[config.mk]
export PLATFORM = sky130hd
export DESIGN_NAME = bp_core_stall_counters_flat
export DESIGN_NICKNAME = d
export VERILOG_FILES = /design/src/rtl/bp_common_pkg.sv /design/src/rtl/bp_core_stall_counters_if.sv /design/src/rtl/bp_stall_attrib_pipe.sv /design/src/rtl/bp_core_stall_counters.sv /design/src/flat_wrapper.sv
export SDC_FILE = /design/constraint.sdc
export NUM_CORES = 2
export LEC_CHECK = 0
export BUFFER_PORTS_ARGS = -buffer_cell sky130_fd_sc_hd__buf_2
export CAP_MARGIN = 20
export CORE_MARGIN = 8
export CORE_UTILIZATION = 45
export DETAILED_ROUTE_END_ITERATION = 16
export PLACE_DENSITY_LB_ADDON = 0.05
export SLEW_MARGIN = 0
export SYNTH_ARGS = -nofsm -noshare
export SYNTH_HDL_FRONTEND = slang
export SYNTH_SLANG_ARGS = --single-unit
export TNS_END_PERCENT = 50
[constraint.sdc]
create_clock -name clk_i -period 31.8 [get_ports clk_i]
set_input_delay 6.36 -clock clk_i [delete_from_list [all_inputs] [get_ports clk_i]]
set_output_delay 6.36 -clock clk_i [all_outputs]
set_load 0.05 [all_outputs]
[src/rtl/bp_common_pkg.sv]
// Shared definitions for the stall-attribution profiler: counter index map
// and the dump FSM state type.
package bp_common_pkg;

  // Dump port walks the counters in index order while in e_dump.
  typedef enum logic {
    e_idle = 1'b0,
    e_dump = 1'b1
  } dump_state_e;

  // Counter map: reasons occupy 0..R-1, followed by three summary counters.
  function automatic int commit_idx(input int num_reasons);
    return num_reasons;
  endfunction

  function automatic int bubble_idx(input int num_reasons);
    return num_reasons + 1;
  endfunction

  function automatic int total_idx(input int num_reasons);
    return num_reasons + 2;
  endfunction

  function automatic int num_ctrs(input int num_reasons);
    return num_reasons + 3;
  endfunction

endpackage

[src/rtl/bp_core_stall_counters_if.sv]
// Counter dump port: request handshake, one beat per counter, done pulse.
interface bp_core_stall_counters_if #(
  parameter int num_reasons_p = 16,
  parameter int ctr_width_p   = 32
);
  localparam int idx_width_lp = $clog2(num_reasons_p + 3);

  logic                    dump_v_i;
  logic                    dump_ready_o;
  logic                    data_v_o;
  logic [idx_width_lp-1:0] data_idx_o;
  logic [ctr_width_p-1:0]  data_o;
  logic                    data_ready_i;
  logic                    dump_done_o;

  // Profiler side.
  modport slave (
    input  dump_v_i, data_ready_i,
    output dump_ready_o, data_v_o, data_idx_o, data_o, dump_done_o
  );

  // Consumer side.
  modport master (
    output dump_v_i, data_ready_i,
    input  dump_ready_o, data_v_o, data_idx_o, data_o, dump_done_o
  );
endinterface

[src/rtl/bp_stall_attrib_pipe.sv]
// Shadow pipe that carries stall reasons alongside the real pipeline. Each
// stage ORs in the reasons its mask admits, so a reason raised at stage s
// reaches the retire slot S-s cycles later.
module bp_stall_attrib_pipe #(
  parameter int num_reasons_p = 16,
  parameter int num_stages_p  = 8,
  parameter logic [num_stages_p*num_reasons_p-1:0] stage_mask_p = '1
) (
  input  logic                     clk_i,
  input  logic                     reset_i,
  input  logic [num_reasons_p-1:0] events_i,
  output logic [num_reasons_p-1:0] reasons_o
);

  logic [num_reasons_p-1:0] stage_r [num_stages_p];
  logic [num_reasons_p-1:0] stage_n [num_stages_p];

  // Next-state of every stage: previous stage plus this cycle's masked events.
  always_comb begin
    stage_n[0] = events_i & stage_mask_p[0 +: num_reasons_p];
    for (int s = 1; s < num_stages_p; s++) begin
      stage_n[s] = stage_r[s-1] | (events_i & stage_mask_p[s*num_reasons_p +: num_reasons_p]);
    end
  end

  // Shift the whole pipe every cycle; counting enable does not gate it.
  // NOTE: state registers use non-blocking assignments so every stage samples
  // the pre-edge value of its neighbour; blocking here would collapse the pipe.
  always_ff @(posedge clk_i or posedge reset_i) begin
    if (reset_i) begin
      for (int s = 0; s < num_stages_p; s++) stage_r[s] <= '0;
    end else begin
      for (int s = 0; s < num_stages_p; s++) stage_r[s] <= stage_n[s];
    end
  end

  assign reasons_o = stage_r[num_stages_p-1];

endmodule

[src/rtl/bp_core_stall_counters.sv]
// Stall-attribution profiler: classifies each retire-slot cycle as commit,
// stall reason(s) or bubble, keeps saturating counters, and streams them out
// over the dump port. Purely observational.
module bp_core_stall_counters
  import bp_common_pkg::*;
#(
  parameter int num_reasons_p   = 16,
  parameter int num_stages_p    = 8,
  parameter int ctr_width_p     = 32,
  parameter logic [num_stages_p*num_reasons_p-1:0] stage_mask_p = '1,
  parameter bit multi_attr_p    = 1'b0,
  parameter bit clear_on_dump_p = 1'b1
) (
  input  logic                     clk_i,
  input  logic                     reset_i,
  input  logic                     en_i,
  input  logic [num_reasons_p-1:0] events_i,
  input  logic                     commit_v_i,
  bp_core_stall_counters_if.slave  dump_if
);

  localparam int num_ctrs_lp  = num_ctrs(num_reasons_p);
  localparam int idx_width_lp = $clog2(num_ctrs_lp);
  localparam int commit_lp    = commit_idx(num_reasons_p);
  localparam int bubble_lp    = bubble_idx(num_reasons_p);
  localparam int total_lp     = total_idx(num_reasons_p);
  localparam logic [ctr_width_p-1:0] ctr_max_lp = '1;

  logic [num_reasons_p-1:0] reasons;
  logic [num_reasons_p-1:0] lowest_reason;
  logic [num_ctrs_lp-1:0]   inc;
  logic [ctr_width_p-1:0]   cnt_r [num_ctrs_lp];
  dump_state_e              state_r;
  logic [idx_width_lp-1:0]  idx_r;
  logic                     done_r;
  logic                     accept_beat;
  logic                     last_beat;

  bp_stall_attrib_pipe #(
    .num_reasons_p (num_reasons_p),
    .num_stages_p  (num_stages_p),
    .stage_mask_p  (stage_mask_p)
  ) pipe (
    .clk_i     (clk_i),
    .reset_i   (reset_i),
    .events_i  (events_i),
    .reasons_o (reasons)
  );

  // Two's-complement trick isolates the lowest set reason bit.
  assign lowest_reason = reasons & (-reasons);

  // Per-counter increment strobes for this retire-slot cycle.
  always_comb begin
    inc = '0;
    if (en_i) begin
      inc[total_lp] = 1'b1;
      if (commit_v_i) begin
        inc[commit_lp] = 1'b1;
      end else if (|reasons) begin
        inc[num_reasons_p-1:0] = multi_attr_p ? reasons : lowest_reason;
      end else begin
        inc[bubble_lp] = 1'b1;
      end
    end
  end

  assign accept_beat = (state_r == e_dump) && dump_if.data_ready_i;
  assign last_beat   = (idx_r == idx_width_lp'(total_lp));

  // Dump FSM: walk idx 0..R+2, one beat per accepted data_ready_i.
  always_ff @(posedge clk_i or posedge reset_i) begin
    if (reset_i) begin
      state_r <= e_idle;
      idx_r   <= '0;
      done_r  <= 1'b0;
    end else begin
      done_r <= accept_beat && last_beat;
      case (state_r)
        e_idle: begin
          if (dump_if.dump_v_i) begin
            state_r <= e_dump;
            idx_r   <= '0;
          end
        end
        e_dump: begin
          if (accept_beat) begin
            if (last_beat) begin
              state_r <= e_idle;
              idx_r   <= '0;
            end else begin
              idx_r <= idx_r + idx_width_lp'(1);
            end
          end
        end
        default: state_r <= e_idle;
      endcase
    end
  end

  // Saturating counters; a read-cleared counter restarts from this cycle's increment.
  // NOTE: the counter bank is an array of flops, not a RAM, so it takes the
  // async reset like any other state; a RAM macro would need a clear sweep instead.
  always_ff @(posedge clk_i or posedge reset_i) begin
    if (reset_i) begin
      for (int i = 0; i < num_ctrs_lp; i++) cnt_r[i] <= '0;
    end else begin
      for (int i = 0; i < num_ctrs_lp; i++) begin
        if (clear_on_dump_p && accept_beat && (idx_r == idx_width_lp'(i))) begin
          cnt_r[i] <= ctr_width_p'(inc[i]);
        end else if (inc[i] && (cnt_r[i] != ctr_max_lp)) begin
          cnt_r[i] <= cnt_r[i] + ctr_width_p'(1);
        end
      end
    end
  end

  assign dump_if.dump_ready_o = (state_r == e_idle);
  assign dump_if.data_v_o     = (state_r == e_dump);
  assign dump_if.data_idx_o   = idx_r;
  assign dump_if.data_o       = (state_r == e_dump) ? cnt_r[idx_r] : '0;
  assign dump_if.dump_done_o  = done_r;

endmodule

[src/flat_wrapper.sv]
// flat-port wrapper written by rule: the top's interface ports become plain ports
module bp_core_stall_counters_flat import bp_common_pkg::*;
#(
  parameter int num_reasons_p   = 16,
  parameter int num_stages_p    = 8,
  parameter int ctr_width_p     = 32,
  parameter logic [num_stages_p*num_reasons_p-1:0] stage_mask_p = '1,
  parameter bit multi_attr_p    = 1'b0,
  parameter bit clear_on_dump_p = 1'b1
)
  (clk_i, reset_i, en_i, events_i, commit_v_i, dump_if_dump_v_i, dump_if_data_ready_i, dump_if_dump_ready_o, dump_if_data_v_o, dump_if_data_idx_o, dump_if_data_o, dump_if_dump_done_o);
  bp_core_stall_counters_if #(.num_reasons_p(num_reasons_p), .ctr_width_p(ctr_width_p)) dump_if_i ();
  input  logic clk_i;
  input  logic reset_i;
  input  logic en_i;
  input  logic [num_reasons_p-1:0] events_i;
  input  logic commit_v_i;
  input wire logic [$bits(dump_if_i.dump_v_i)-1:0] dump_if_dump_v_i;
  input wire logic [$bits(dump_if_i.data_ready_i)-1:0] dump_if_data_ready_i;
  output wire logic [$bits(dump_if_i.dump_ready_o)-1:0] dump_if_dump_ready_o;
  output wire logic [$bits(dump_if_i.data_v_o)-1:0] dump_if_data_v_o;
  output wire logic [$bits(dump_if_i.data_idx_o)-1:0] dump_if_data_idx_o;
  output wire logic [$bits(dump_if_i.data_o)-1:0] dump_if_data_o;
  output wire logic [$bits(dump_if_i.dump_done_o)-1:0] dump_if_dump_done_o;
  assign dump_if_i.dump_v_i = dump_if_dump_v_i;
  assign dump_if_i.data_ready_i = dump_if_data_ready_i;
  assign dump_if_dump_ready_o = dump_if_i.dump_ready_o;
  assign dump_if_data_v_o = dump_if_i.data_v_o;
  assign dump_if_data_idx_o = dump_if_i.data_idx_o;
  assign dump_if_data_o = dump_if_i.data_o;
  assign dump_if_dump_done_o = dump_if_i.dump_done_o;
  bp_core_stall_counters #(.num_reasons_p(num_reasons_p), .num_stages_p(num_stages_p), .ctr_width_p(ctr_width_p), .stage_mask_p(stage_mask_p), .multi_attr_p(multi_attr_p), .clear_on_dump_p(clear_on_dump_p)) u_core (.clk_i(clk_i), .reset_i(reset_i), .en_i(en_i), .events_i(events_i), .commit_v_i(commit_v_i), .dump_if(dump_if_i));
endmodule
==> results.toml <==
[worst_setup_path]
cp-start-kind = "register"
critPathKind = "register to output pin"
r2r_end = "u_core.cnt_r[55]$_DFFE_PP0P_"
crit_path_frequent_cell = "buf_4"
reg2reg_slack_ns = 28.04
crit_arrival_ns = 5.01
crit_chain = "buf_4 -> buf_4 -> mux4_2 -> mux2i_1 -> o22a_1 -> o21ai_0 -> buf_2"
crit_required_ns = 25.44
worstReg2RegStart = "u_core.pipe.reasons_o[1]$_DFF_PP0_"
slowest_stage = "buf_4"
crit_path_end_kind = "output pin"
cpPeakStageDelay_ns = 0.88
path_max_fanout = 52
rr_worst_depth = 6

[synth]
synth.most_common_cell = "dfrtp_1"
yosysWarnings = 0
synth_top_area_share_pct = 44.9
netlist_top_cells_area = "dfrtp_1 45%, mux4_2 7.0%, nor2_1 5.6%"
synthCells = 4228
syn-num-nets = 4274
ys_seq_elements = 743
syn_avg_cell_area_um2 = 9.80
synth_compound_area_share_pct = 5.79
synth_xor_area_share_pct = 9.89
yosys.area_share.simple_pct = 26.7
synth_common_cells = "743 x dfrtp_1, 618 x nor2_1, 274 x nand3_1"
synthAdderAreaFrac_pct = 0.725
synth_edf_count = 0
synth_area_um2 = 41400
synth.area.mux_share_pct = 9.69
yosysTopAreaCell = "dfrtp_1"
seq_area_frac_synth_pct = 44.9
synth_cell_type_count = 78
async_flop_share_pct = 100
synth_top_family_by_area = "simple AND/OR/NAND/NOR gates"
synth_ff_type = "dfrtp_1"

[timing]
tns_ns = 0
tightest_slew_ns = 1.10
hold_slack_ns = 0.416
period_minus_slack_ns = 11.37
final.setup_skew_ns = 0.0207
rsz0062_at_grt = "no"
max_freq_mhz = 88.0
drv_slew = 0
setup_viol = 0
slew_headroom_pct = 26.1
finalCritPeriodShare_pct = 35.8
hold_viol_final = 0

[final_layout]
nFillCells = 8471
syn2layout_area_growth_pct = 11.1
final_nets = 4296
drive_gt1_share_pct = 13.8

[power]
power_density_nw_per_um2 = 53.6
finalPower_uw = 2470
power_leakage_uw = 0.0187
ir_worst_vdd_mv = 0.0401

[cts]
post_cts_buffers = 0
cts_resized = 0
cts-root-buf = "clkbuf_16"
cts.clk_slew.worst_paths_ns = 0.06
cts.sinks = 743
cts_buffers = 88
cts_hold_buf = 0
clk_latency_ns = 0.67
cts_htree_levels = 3
clockBufferDepth = 3
cts_tree = "yes"

[route]
dr.pass1.iters = 6
drc = 0
initialDrtViolationCount = 3626
ant_nets = 0
wl_per_cell_um = 23.6
vias = 33254
vias_per_cell = 6.04
wl_mm = 130

[global_route]
grt_usage_pct = 25.1
grt_pass1_vias = 31371
grt_pass1_wl_mm = 200
grt_max_degree = 164
grt_antenna_before_repair = 3
grt_overflow = 0

[floorplan]
io_pins = 62
initial_utilization_pct = 45.3
coreArea_um2 = 91500
die_area_um2 = 102000
die_y_um = 319
die_w_um = 319
rows = 111

[placed_design]
dp_hpwl_mm = 96.1
gp_congestion = 0.954
io_buffer_count = 61

[outcome]
outcome = "finished, final reports clean"

[worst_hold_path]
hold_path_depth = 1
holdPathEnd = "u_core.pipe.stage_r[31]$_DFF_PP0_"
hp-start = "u_core.pipe.stage_r[47]$_DFF_PP0_"
hold_class = "register to register"

[run]
maxCapViolCount = 0
cells in the final DEF (no fill, tap or decap), drive strengths merged, types with 18 or more instances in the layout:
cell	instances
a21oi	131
and2	40
and3	105
and4	72
buf	118
clkbuf	119
clkinv	21
dfrtp	743
ha	24
inv	63
mux2i	113
mux4	128
nand2	241
nand3	274
nand4	234
nor2	618
nor3	141
nor4	72
nor4b	18
o21ai	123
o22a	32
or2	132
or3	89
or4	20
xnor2	214
xor2	254
where the power goes:
part,internal (uW),total [uW],switching [uW]
registers,975,1040,65.9
logic,132,379,248
clock network,617,1050,430
critical path, delay by kind of cell (launching register included):
kind,cells,cell delay [ns]
compound gates,2,0.40
mux,2,1.16
flops,1,0.85
buf+inv,3,1.85
state kept, by name (all words and copies together), names as in the netlist:
| name | flops |
|---|---|
| u_core.pipe.reasons_o | 16 |
| u_core.dump_if.dump_done_o | 1 |
| u_core.dump_if.data_idx_o | 5 |
| u_core.pipe.stage_r | 112 |
| u_core.cnt_r | 608 |
| u_core.dump_if.data_v_o | 1 |
cells by family (layout without fill, tap and decap cells):
group           count (synthesis)  in the layout
buf+inv                       244            336
compound gates                385            385
mux                           241            241
fa+ha+maj                      24             24
flops                         743            743
xor+xnor                      468            468
other cells                     0              1
simple gates                 2123           2123
layout make-up:
| class | instances | area (um2) | share of cell area (%) |
|---|---|---|---|
| Clock inverter | 42 | 432 | 0.938 |
| Inverter | 57 | 221 | 0.481 |
| Clock buffer | 118 | 2570 | 5.58 |
| Timing Repair Buffer | 119 | 768 | 1.67 |
| Tap cell | 1186 | 1480 | 3.22 |
| Multi-Input combinational cell | 3241 | 21900 | 47.7 |
| Sequential cell | 743 | 18600 | 40.4 |
| Antenna cell | 1 | 2.50 | 0.00544 |
routing by layer:
metal	wire length, um	up-vias	global-route usage [%]
met2	54800	1103	36.1
li1	-	15313	-
met1	60700	16666	37.9
met3	10200	172	5.12
met4	4190	0	7.75
met5	0	-	0
through the flow:
stage / cell area (um2) / worst slack (ns) / util [%] / instances
after global routing: 46000 / 20.15 / 50.3 / 5506
final: 46000 / 20.43 / 50.3 / 5507
after CTS: 46000 / 20.27 / 50.2 / 5503
after detailed placement: 43000 / 21.04 / 47.0 / 5343
after global placement: 43000 / 21.04 / 47.0 / 5342
after floorplan: 41400 / 4.59 / - / 4228
worst max-delay path by stage:
stage                                                  start                          end  slack, ns
floorplan                                            reset_i  u_core.cnt_r[0]$_DFFE_PP0P_       4.59
global placement    u_core.dump_if.data_idx_o[0]$_DFFE_PP0P_           dump_if_data_o[16]      21.04
finish              u_core.dump_if.data_idx_o[0]$_DFFE_PP0P_           dump_if_data_o[17]      20.43
detailed placement  u_core.dump_if.data_idx_o[0]$_DFFE_PP0P_           dump_if_data_o[16]      21.04
global route        u_core.dump_if.data_idx_o[0]$_DFFE_PP0P_           dump_if_data_o[21]      20.15
CTS                 u_core.dump_if.data_idx_o[0]$_DFFE_PP0P_           dump_if_data_o[16]      20.27
No activity file was read; power rests on OpenSTA's default activity.
